**config.mk**
```make
export PLATFORM = sky130hd
export DESIGN_NAME = div_share_ctrl
export DESIGN_NICKNAME = d
export VERILOG_FILES = /design/src/rtl/div_pkg.sv /design/src/rtl/div_rr_pick.sv /design/src/rtl/div_share_ctrl.sv
export SDC_FILE = /design/constraint.sdc
export NUM_CORES = 1
export LEC_CHECK = 0
export CAP_MARGIN = 10
export CORE_MARGIN = 5
export CORE_UTILIZATION = 50
export DETAILED_ROUTE_END_ITERATION = 16
export PLACE_DENSITY_LB_ADDON = 0.2
export RECOVER_POWER = 25
export SETUP_SLACK_MARGIN = 0.02
export SLEW_MARGIN = 10
export SYNTH_ARGS = -nofsm -noshare
export SYNTH_HDL_FRONTEND = slang
export SYNTH_SLANG_ARGS = --single-unit
```
**constraint.sdc**
```tcl
create_clock -name clk -period 10.3 [get_ports clk]
set_input_delay 1.03 -clock clk [delete_from_list [all_inputs] [get_ports clk]]
set_output_delay 1.03 -clock clk [all_outputs]
set_load 0.02 [all_outputs]
```
**src/rtl/div_pkg.sv**
```systemverilog
// Shared types for the divider-sharing controller: FSM states, response error codes, default width.
package div_pkg;
  localparam int DIV_W = 4;

  typedef enum logic [1:0] {S_IDLE, S_ISSUE, S_WAIT, S_RESP} div_state_e;

  localparam logic [1:0] ERR_OK   = 2'b00;
  localparam logic [1:0] ERR_DIV0 = 2'b01;
  localparam logic [1:0] ERR_TMO  = 2'b10;
endpackage

```
**src/rtl/div_rr_pick.sv**
```systemverilog
// Combinational round-robin picker: first valid slot at or after ptr, wrapping.
module div_rr_pick #(
  parameter int N_REQ = 4,
  parameter int IW    = 2
) (
  input  logic [N_REQ-1:0] valid,
  input  logic [IW-1:0]    ptr,
  output logic [N_REQ-1:0] grant,
  output logic [IW-1:0]    idx,
  output logic             any
);
  logic [IW-1:0] j;

  // Scan from farthest to nearest so the slot closest to ptr is written last and wins.
  always_comb begin
    grant = '0;
    idx   = '0;
    any   = 1'b0;
    j     = '0;
    for (int k = N_REQ - 1; k >= 0; k--) begin
      j = IW'((int'(ptr) + k) % N_REQ);
      if (valid[j]) begin
        grant    = '0;
        grant[j] = 1'b1;
        idx      = j;
        any      = 1'b1;
      end
    end
  end
endmodule

```
**src/rtl/div_share_ctrl.sv**
```systemverilog
// Shares one iterative divider among N_REQ requesters; screens den==0 / num<den locally,
// bounds each divider run with a timeout, and returns one response pulse per accepted request.
module div_share_ctrl
  import div_pkg::*;
#(
  parameter int N_REQ   = 4,
  parameter int W       = DIV_W,
  parameter int TIMEOUT = 20
) (
  input  logic               clk,
  input  logic               reset,
  input  logic [N_REQ-1:0]   req_valid,
  input  logic [N_REQ*W-1:0] req_num,
  input  logic [N_REQ*W-1:0] req_den,
  output logic [N_REQ-1:0]   req_ready,
  output logic [N_REQ-1:0]   rsp_valid,
  output logic [W-1:0]       rsp_quot,
  output logic [W-1:0]       rsp_rem,
  output logic [1:0]         rsp_err,
  output logic               div_load,
  output logic [W-1:0]       div_num,
  output logic [W-1:0]       div_den,
  input  logic               div_done,
  input  logic [W-1:0]       div_quot,
  input  logic [W-1:0]       div_rem,
  output logic               busy
);
  localparam int IW = (N_REQ > 1) ? $clog2(N_REQ) : 1;
  localparam int CW = $clog2(TIMEOUT + 1);

  div_state_e state, state_nx;

  logic [IW-1:0]    ptr, g, pick_idx, ptr_nx;
  logic [N_REQ-1:0] pick_grant;
  logic             pick_any, xfer, screened, tmo;
  logic [W-1:0]     num_a [N_REQ];
  logic [W-1:0]     den_a [N_REQ];
  logic [W-1:0]     sel_num, sel_den, op_num, op_den;
  logic [CW-1:0]    cnt;

  always_comb begin
    for (int i = 0; i < N_REQ; i++) begin
      num_a[i] = req_num[i*W +: W];
      den_a[i] = req_den[i*W +: W];
    end
  end

  div_rr_pick #(.N_REQ(N_REQ), .IW(IW)) u_pick (
    .valid (req_valid),
    .ptr   (ptr),
    .grant (pick_grant),
    .idx   (pick_idx),
    .any   (pick_any)
  );

  assign sel_num  = num_a[pick_idx];
  assign sel_den  = den_a[pick_idx];
  assign screened = (sel_den == '0) || (sel_num < sel_den);
  assign xfer     = (state == S_IDLE) && pick_any && !reset;
  assign ptr_nx   = (pick_idx == IW'(N_REQ - 1)) ? '0 : pick_idx + 1'b1;
  assign tmo      = (cnt == CW'(TIMEOUT - 1));

  assign req_ready = xfer ? pick_grant : '0;
  assign div_load  = (state == S_ISSUE);
  assign div_num   = op_num;
  assign div_den   = op_den;
  assign busy      = (state != S_IDLE);

  always_comb begin
    rsp_valid = '0;
    if (state == S_RESP) rsp_valid[g] = 1'b1;
  end

  always_ff @(posedge clk) begin
    if (reset) state <= S_IDLE;
    else       state <= state_nx;
  end

  always_comb begin
    state_nx = state;
    case (state)
      S_IDLE:  if (xfer) state_nx = screened ? S_RESP : S_ISSUE;
      S_ISSUE: state_nx = S_WAIT;
      S_WAIT:  if (div_done || tmo) state_nx = S_RESP;
      S_RESP:  state_nx = S_IDLE;
      default: state_nx = S_IDLE;
    endcase
  end

  // Result registers are loaded on the way into RESP so they are valid with the pulse and held after.
  always_ff @(posedge clk) begin
    if (reset) begin
      ptr      <= '0;
      g        <= '0;
      op_num   <= '0;
      op_den   <= '0;
      cnt      <= '0;
      rsp_quot <= '0;
      rsp_rem  <= '0;
      rsp_err  <= ERR_OK;
    end else begin
      case (state)
        S_IDLE: if (xfer) begin
          g      <= pick_idx;
          op_num <= sel_num;
          op_den <= sel_den;
          ptr    <= ptr_nx;
          if (sel_den == '0) begin
            rsp_quot <= '1;
            rsp_rem  <= sel_num;
            rsp_err  <= ERR_DIV0;
          end else if (sel_num < sel_den) begin
            rsp_quot <= '0;
            rsp_rem  <= sel_num;
            rsp_err  <= ERR_OK;
          end
        end
        S_ISSUE: cnt <= '0;
        S_WAIT: begin
          cnt <= cnt + 1'b1;
          if (div_done) begin
            rsp_quot <= div_quot;
            rsp_rem  <= div_rem;
            rsp_err  <= ERR_OK;
          end else if (tmo) begin
            rsp_quot <= '0;
            rsp_rem  <= '0;
            rsp_err  <= ERR_TMO;
          end
        end
        default: ;
      endcase
    end
  end
endmodule

```
**After elaboration in Yosys (flattened, before gate mapping)**

Cells that the tools add are included.

- Flip-flop bits (word level): 29
- Input bits: 47
- Output and inout bits: 28
- Logic and storage cells: 115

- $add $sub $neg: 5
- Magnitude comparators: 12
- Equality and inequality tests: 9
- Multiplexer cells: 61
- Bitwise operators: 1
- Reductions and logical operators: 18

Operator list:

| cell | count |
|---|---|
| $mux W4 | 19 |
| $mux W2 | 13 |
| $bmux W4 S2 | 2 |
| $pmux W4 S2 | 2 |
| $lt A2 B3 Y1 const B | 5 |
| $mux W1 | 13 |
| $demux W1 S2 | 5 |
| $ge A2 B1 Y1 const B | 5 |
| $pmux W5 S2 | 1 |
| $bmux W1 S2 | 4 |
| $pmux W2 S4 | 1 |
| $logic_and A1 B1 Y1 | 7 |
| $eq A2 B2 Y1 const B | 3 |
| $ne A3 B3 Y1 const B | 2 |
| $reduce_bool A2 Y1 | 3 |
| $add A5 B1 Y5 const B | 1 |
| $eq A5 B5 Y1 const B | 1 |
| $add A2 B1 Y2 const B | 2 |
| $add A2 B2 Y2 const B | 2 |
| $logic_not A4 Y1 | 1 |
| $lt A4 B4 Y1 | 1 |
| $ne A2 B2 Y1 const B | 2 |
| $pmux W2 S2 | 1 |
| $reduce_and A2 Y1 | 2 |
| 7 further kinds | 8 |

**Logic depth before layout (Yosys ltp)**

Gate-level depths: netlist of the first run.

- Word-level depth: 16
- Depth in mapped cells: 17
- Mapped depth without buffers: 13

**Cells and area by module**

From an unflattened synthesis of the first run, not the netlist that was laid out.

- Cells, all modules: 258
- Area, all modules: 2,235.9 µm²

Modules (own cells, without submodules):

| module | times used | cells each | area each (µm²) | sequential area each (µm²) |
|---|---|---|---|---|
| div_share_ctrl | 1 | 197 | 1,726.7 | 580.6 |
| div_rr_pick | 1 | 61 | 509.2 | 0.0 |

**Least setup slack after synthesis of the first run**

No wires, ideal clock.

- Path type: input to register
- From: input req_valid[2]
- To: register rsp_rem[2]
- Data arrival time: 3.918 ns
- Required time: 10.231 ns
- Setup slack: 6.312 ns
- Stages: 14
- Cell sequence: mux4_2 a31oi_4 a31oi_1 buf_4 buf_4 mux2i_1 mux2_1 ha_1 a21o_1 a21oi_1 nand3_2 buf_6 a21o_1 a21oi_2

- Word-level cells in the longest chain between the ends: 14
- Elaborated cells on any way between the ends: 34
- Classes of those cells: order compare: 1; eq/ne: 2; mux: 26; bitwise: 1; reduce/logical: 4

RTL lines:

| element | RTL line | text |
|---|---|---|
| start, declared | div_share_ctrl.sv:12 | `input logic [N_REQ-1:0] req_valid,` |
| branches (longest 14 deep; another with $lt A4 B4 Y1) | -- |  |
| end signal, assigned | div_share_ctrl.sv:110 | `rsp_rem <= sel_num;` |
| end signal, assigned | div_share_ctrl.sv:114 | `rsp_rem <= sel_num;` |
| end signal, assigned | div_share_ctrl.sv:123 | `rsp_rem <= div_rem;` |
| end, declared | div_share_ctrl.sv:18 | `output logic [W-1:0] rsp_rem,` |

Several ways; the timed one is not identified. The select of a mux whose other input is x is not followed.
A chain may end at the register's enable or synchronous reset.

**Worst setup path in the final report of the first run**

- From: register ptr[0]
- To: output req_ready[0]

- Word-level cells in the longest chain between the ends: 10
- Elaborated cells on any way between the ends: 42
- Classes of those cells: add/sub: 3; order compare: 8; mux: 25; reduce/logical: 6

RTL lines:

| element | RTL line | text |
|---|---|---|
| start, declared | div_share_ctrl.sv:33 | `logic [IW-1:0] ptr, g, pick_idx, ptr_nx;` |
| start signal, assigned | div_share_ctrl.sv:107 | `ptr <= ptr_nx;` |
| $add A2 B2 Y2 | div_rr_pick.sv:21 | `j = IW'((int'(ptr) + k) % N_REQ);` |
| $lt A2 B3 Y1 (not written as such) (tied with other cells) | div_rr_pick.sv:24 | `grant[j] = 1'b1;` |
| $logic_and A1 B1 Y1 (not written as such) or $mux W1 (tied branches) | div_rr_pick.sv:24, div_rr_pick.sv:22 |  |
| $mux W1 (on tied branches) | div_rr_pick.sv:24, div_rr_pick.sv:22 |  |
| $demux W1 S2 or $mux W1 (tied branches) | -- |  |
| $mux W4 or $mux W1 (tied branches) (2 in series) | div_rr_pick.sv:22 | `if (valid[j]) begin` |
| $mux W4 or $logic_and A1 B1 Y1 (tied branches) (2 in series) | div_rr_pick.sv:22, div_share_ctrl.sv:59 |  |
| $mux W4 * | div_share_ctrl.sv:63 | `assign req_ready = xfer ? pick_grant : '0;` |
| end, declared | div_share_ctrl.sv:15 | `output logic [N_REQ-1:0] req_ready,` |

Mark *: on every way between the ends. The rest lies on a longest branch, timed or not. The select of a mux whose other input is x is not followed.

==> impl_metrics.env, run 1 <==
export IMPL_global_route_wire_length_before_repair_mm=10.4
export IMPL_avgViaCountPerCell=5.61
export IMPL_htree_levels=2
export IMPL_worstPathMaxFanout=23
export IMPL_via_count_of_the_first_global_routing_pass=2295
export IMPL_core_area_um2=4750
export IMPL_endpoint_kind="output pin"
export IMPL_outcome="finished, final reports clean"
export IMPL_reg2reg_to="rsp_quot[3]$_SDFFE_PP0P_"
export IMPL_post_synth_top_area_cell="dfxtp_1"
export IMPL_antenna_cells=0
export IMPL_routed_via_count=2265
export IMPL_synth_cells_most_frequent="dfxtp_1 (29), nor2_1 (26), mux2i_1 (24)"
export IMPL_holdPathStages=2
export IMPL_cts_root_buffer="clkbuf_8"
export IMPL_drv_max_cap_violation_count=0
export IMPL_wl_per_cell_um=15.0
export IMPL_grt_setup_unrepaired="no"
export IMPL_grt_use_total_pct=20.0
export IMPL_starting_density_of_the_core_pct=51.6
export IMPL_timing_slew_headroom_pct=1.83
export IMPL_cts_setup_buffers=0
export IMPL_hpwl_mm=4.59
export IMPL_post_synth_inst_count=269
export IMPL_met2_wl_post_dr_mm=2.94
export IMPL_crit_reg2reg_launch="ptr[0]$_SDFFE_PP0P_"
export IMPL_fin_worst_skew_ns=0.00487
export IMPL_place_detailed_instances=396
export IMPL_grt_antenna_before_repair=0
export IMPL_uppermost_layer_routed="met4"
export IMPL_hold_path_end="rsp_quot[1]$_SDFFE_PP0P_"
export IMPL_synth_area_top_cells="dfxtp_1 (24%), mux2i_1 (9.8%), ha_1 (8.2%)"
export IMPL_synthMostInstantiatedCell="dfxtp_1"
export IMPL_static_leakage_power_nw=1.27
export IMPL_worst_endpoint_data_arrival_time_ns=3.83
export IMPL_hold_path_class="flop to flop"
export IMPL_final_wl_mm=6.07
export IMPL_width_of_the_die_um=80.1
export IMPL_ctsHoldBuffers=0
export IMPL_fin_crit_sh_pct=47.2
export IMPL_placement_rows=25
export IMPL_setup_tns_ns=0
export IMPL_critical_path_startpoint="ptr[0]$_SDFFE_PP0P_"
export IMPL_postRouteAntennaNets=0
export IMPL_hold_slack_ns=0.453
export IMPL_cp_required_ns=9.27
export IMPL_synth_ff_latch_count=29
export IMPL_num_io_pins=75
export IMPL_detail_route_drc_violations=0
export IMPL_register_to_register_setup_slack_ns=5.44
export IMPL_die_h_um=80.1
export IMPL_worst_hold_startpoint="rsp_quot[1]$_SDFFE_PP0P_"
export IMPL_ys_flop_type="dfxtp_1"
export IMPL_final_layout_size_suffix_gt1_share_pct=13.1
export IMPL_first_pass_iters=4
export IMPL_setup_viol_count_final=0
export IMPL_synth_top_area_share_pct=23.7
export IMPL_grt_remaining_overflow=0
export IMPL_worstSkewPairLatency_ns=0.28
export IMPL_netlist_area_um2=2450
export IMPL_post_cts_resized_instances=0
export IMPL_final_nets=399
export IMPL_cts_buffer_depth=2
export IMPL_synth_cell_type_count=54
export IMPL_worst_setup_path_type="flop to output pin"
export IMPL_gp_routability_congestion=0.784
export IMPL_period_minus_slack_ns=4.86
export IMPL_net_count_after_synthesis=332
export IMPL_initialDrtViolationCount=132
export IMPL_final_max_slew_violation_count=0
export IMPL_area_growth_synth_to_final_pct=35.0
export IMPL_synth_avg_cell_area_um2=9.12
export IMPL_synth_seq_area_share_pct=23.7
export IMPL_numCtsBuffers=5
export IMPL_design_die_area_um2=6410
export IMPL_clk_pin_slew_ns=0.06
export IMPL_port_buffers=74
export IMPL_power_density_cell_area_nw_per_um2=269
export IMPL_r2r_cell_count=13
export IMPL_hold_violations=0
export IMPL_start_kind="flop"
export IMPL_non_filler_instance_count_after_layout=404
export IMPL_worst_pin_slew_ns=1.47
export IMPL_tritoncts_clock_tree="done"
export IMPL_largest_net_degree_at_the_start_of_global_routing=30
export IMPL_yosysWarningCount=0
export IMPL_async_reset_ff_share_pct=0
export IMPL_synth_edff_count=0
export IMPL_clock_sink_count=29
export IMPL_peakVddDrop_mv=0.217
export IMPL_peak_clock_frequency_supported_by_timing_ghz=0.206
export IMPL_met1Wirelength_mm=2.74
export IMPL_detailroute_wirelength_met3_um=333
[registers in the layout (all words and copies together), names as in the netlist]
signal    cells
div_den       4
cnt           5
rsp_rem       4
g             2
div_num       4
ptr           2
state         2
rsp_quot      4
rsp_err       2
[layer usage]
metal | track usage, % | up-vias
met5 | 0 | -
met4 | 4.05 | 0
met3 | 4.82 | 9
met2 | 34.1 | 64
met1 | 25.6 | 1063
li1 | - | 1129
[final cells by class]
class	count	area, um2
inverters	13	48.8
flip-flops and latches	29	581
well taps	67	83.8
repair buffers	77	759
fillers	420	1440
clock inverters	1	30.0
multi-input cells	210	1720
clock buffers	7	86.3
[layout by cell type (no fill, tap or decap), drive strengths merged, types with 3 or more instances in the layout]
cell           instances
a21o                   7
mux2                   4
nor2                  27
a221oi                 5
nand3                 10
dfxtp                 29
a22o                   4
o21ai                  3
a22oi                  4
a31oi                  3
ha                    16
o221ai                 3
nor2b                  6
mux4                   4
nor4                   4
nand2                 14
inv                   13
a21oi                 27
nor3                   3
clkbuf                 8
xor2                   3
nand2b                 5
a211o                  4
mux2i                 27
dlygate4sd3           10
clkdlybuf4s50         64
[stage by stage]
| stage | total power [mW] | setup WS, ns | utilization, % | cell area [um2] |
|---|---|---|---|---|
| global route | 0.962 | 5.05 | 69.7 | 3310 |
| detailed placement | 0.770 | 5.23 | 67.3 | 3200 |
| floorplan | 0.623 | 6.31 | - | 2450 |
| finish | 0.891 | 5.44 | 69.7 | 3310 |
| CTS | 0.896 | 5.44 | 69.7 | 3320 |
| global placement | 0.758 | 5.35 | 67.3 | 3200 |
[worst max path at each step]
stage,endpoint,slack (ns),cells after the start
floorplan,rsp_rem[2]$_SDFFE_PP0P_,6.31,14
global placement,rsp_quot[0]$_SDFFE_PP0P_,5.35,12
detailed placement,rsp_quot[3]$_SDFFE_PP0P_,5.23,12
CTS,req_ready[1],5.44,8
global route,rsp_quot[1]$_SDFFE_PP0P_,5.05,13
finish,req_ready[0],5.44,8
[kinds of logic after synthesis]
logic type | synth area share, %
flops | 23.7
buf+inv | 6.37
fa+ha+maj | 8.16
compound gates | 24.3
mux | 17.0
xor+xnor | 1.43
simple gates | 19.1
[worst max-delay path, cell delays in order (launching register included)]
cell and delay, ns:
dfxtp_1 0.71, inv_1 0.29, ha_1 0.46, mux4_2 0.49, o41ai_4 0.38, buf_4 0.31
or2_1 0.29, a21oi_1 0.07, clkdlybuf4s50_1 0.54
[power by group]
group / total, mW / internal (mW) / switching [mW]
clock: 0.122 / 0.0788 / 0.0428
sequential: 0.185 / 0.148 / 0.0367
combinational: 0.584 / 0.260 / 0.325
(Power assumes the default switching activity.)
==> run 2, diff against run 1 <==
--- a/config.mk
+++ b/config.mk
@@ -7,7 +7,7 @@
 export LEC_CHECK = 0
 export CAP_MARGIN = 10
 export CORE_MARGIN = 5
-export CORE_UTILIZATION = 50
+export CORE_UTILIZATION = 48
 export DETAILED_ROUTE_END_ITERATION = 16
 export PLACE_DENSITY_LB_ADDON = 0.2
 export RECOVER_POWER = 25
==> constraint.sdc (replaced) <==
create_clock -name clk -period 4.7 [get_ports clk]
set_input_delay 0.47 -clock clk [delete_from_list [all_inputs] [get_ports clk]]
set_output_delay 0.47 -clock clk [all_outputs]
set_load 0.02 [all_outputs]
==> impl_metrics.env, run 2 (synthesis gave the netlist of run 1 again) <==
export IMPL_global_route_wire_length_before_repair_mm=9.90
export IMPL_clk_pin_slew_ns=0.06
export IMPL_initialDrtViolationCount=99
export IMPL_slowest_stage="a31oi_2"
export IMPL_first_pass_iters=4
export IMPL_worst_pin_slew_ns=0.745
export IMPL_r2r_cell_count=13
export IMPL_post_cts_resized_instances=0
export IMPL_worstPathMaxFanout=17
export IMPL_hold_violations=0
export IMPL_largest_reg_flops=5
export IMPL_port_buffers=74
export IMPL_holdPathStages=2
export IMPL_area_growth_synth_to_final_pct=36.8
export IMPL_routed_via_count=2223
export IMPL_outcome="finished, final reports clean"
export IMPL_cts_buffer_depth=2
export IMPL_numCtsBuffers=5
export IMPL_wl_per_cell_um=14.5
export IMPL_antenna_cells=0
export IMPL_timing_critical_path_cells="inv_1 > ha_1 > mux4_2 > a31oi_4 > a31oi_2 > mux2i_1 > mux2_1 > ha_1 > a21o_1 > a21oi_1 > nand3_2 > a22o_1 > a21oi_2"
export IMPL_path_delay_family="compound AO/OA/AOI/OAI gates"
export IMPL_cp_peak_stage_delay_ns=0.62
export IMPL_width_of_the_die_um=81.5
export IMPL_setup_viol_count_final=0
export IMPL_final_layout_size_suffix_gt1_share_pct=14.6
export IMPL_mostFrequentLayoutCells="clkdlybuf4s50_1 (65), dfxtp_1 (29), nor2_1 (26)"
export IMPL_timing_slew_headroom_pct=50.2
export IMPL_final_max_slew_violation_count=0
export IMPL_worst_endpoint_data_arrival_time_ns=4.39
export IMPL_placement_rows=26
export IMPL_cp_required_ns=4.92
export IMPL_clock_sink_count=29
export IMPL_num_io_pins=75
export IMPL_mostFrequentLayoutCell="clkdlybuf4s50_1"
export IMPL_timing_critical_path_buf_inv=1
export IMPL_gp_routability_congestion=0.788
export IMPL_static_leakage_power_nw=1.30
export IMPL_fin_crit_sh_pct=88.8
export IMPL_fill_cells=408
export IMPL_grt_antenna_before_repair=0
export IMPL_via_count_of_the_first_global_routing_pass=2226
export IMPL_core_area_um2=5040
export IMPL_cts_root_buffer="clkbuf_8"
export IMPL_grt_use_total_pct=19.0
export IMPL_largest_net_degree_at_the_start_of_global_routing=30
export IMPL_cts_setup_buffers=0
export IMPL_grt_setup_unrepaired="no"
export IMPL_hold_path_class="flop to flop"
export IMPL_sequential_cell_area_um2=581
export IMPL_critPathMostFrequentCell="ha_1"
export IMPL_worst_path_stages=13
export IMPL_endpoint_kind="flop"
export IMPL_peak_clock_frequency_supported_by_timing_ghz=0.240
export IMPL_avgViaCountPerCell=5.40
export IMPL_power_density_cell_area_nw_per_um2=586
export IMPL_drv_max_cap_violation_count=0
export IMPL_regMostFlops="cnt"
export IMPL_hold_slack_ns=0.452
export IMPL_final_wl_mm=5.97
export IMPL_hpwl_mm=4.52
export IMPL_setup_tns_ns=0
export IMPL_die_h_um=81.5
export IMPL_design_die_area_um2=6640
export IMPL_period_minus_slack_ns=4.17
export IMPL_peakVddDrop_mv=0.450
export IMPL_worstSkewPairLatency_ns=0.29
export IMPL_worst_setup_path_type="flop to flop"
export IMPL_tritoncts_clock_tree="done"
export IMPL_multi_input_area_um2=1720
export IMPL_grt_remaining_overflow=0
export IMPL_final_nets=404
export IMPL_postRouteAntennaNets=0
export IMPL_ctsHoldBuffers=0
export IMPL_htree_levels=2
export IMPL_start_kind="flop"
export IMPL_fin_worst_skew_ns=0.00655
export IMPL_detail_route_drc_violations=0
export IMPL_starting_density_of_the_core_pct=48.7
## run 2: worst register-to-register path, cell delays in order, from the launching register on
cell,delay [ns]
dfxtp_1,0.33
inv_1,0.13
ha_1,0.40
mux4_2,0.45
a31oi_4,0.08
a31oi_2,0.62
mux2i_1,0.17
mux2_1,0.34
ha_1,0.33
a21o_1,0.16
a21oi_1,0.23
nand3_2,0.37
a22o_1,0.38
a21oi_2,0.12
## run 2: where the power goes
part	switching (mW)	internal [mW]	total, mW
Clock	0.0953	0.173	0.268
Combinational	0.727	0.594	1.32
Sequential	0.0549	0.325	0.380
Total	0.877	1.09	1.97
## run 2: final timing paths
check                                                 to  slack [ns]                     from
worst max register to register  rsp_quot[2]$_SDFFE_PP0P_        0.53      ptr[0]$_SDFFE_PP0P_
worst max-delay path            rsp_quot[2]$_SDFFE_PP0P_        0.53      ptr[0]$_SDFFE_PP0P_
worst min-delay path             rsp_rem[1]$_SDFFE_PP0P_        0.45  rsp_rem[1]$_SDFFE_PP0P_
worst min register to register   rsp_rem[1]$_SDFFE_PP0P_        0.45  rsp_rem[1]$_SDFFE_PP0P_
## run 2: through the flow
stage | util, % | std cells | setup slack (ns) | area (um2) | power, mW
after global routing | 66.6 | 412 | 0.256 | 3360 | 2.12
after CTS | 66.6 | 412 | 0.523 | 3360 | 1.98
after detailed placement | 64.3 | 404 | 0.290 | 3240 | 1.71
after floorplan | - | 269 | 0.756 | 2450 | 1.37
after global placement | 64.3 | 404 | 0.419 | 3240 | 1.69
final | 66.6 | 412 | 0.527 | 3360 | 1.97
## run 2: layer usage
| metal | GRT usage, % | vias to the layer above | wire length (um) |
|---|---|---|---|
| li1 | - | 1136 | - |
| met1 | 24.8 | 1015 | 2870 |
| met2 | 31.3 | 61 | 2720 |
| met3 | 2.74 | 11 | 243 |
| met4 | 7.60 | 0 | 131 |
| met5 | 0 | - | 0 |
## run 2: area by class of cell
type,instances,area share (%)
clock inverter,1,0.895
clock buffer,7,2.57
inverter,13,1.45
sequential,29,17.3
timing repair buffer,82,23.9
tap,70,2.61
multi-input combinational,210,51.3
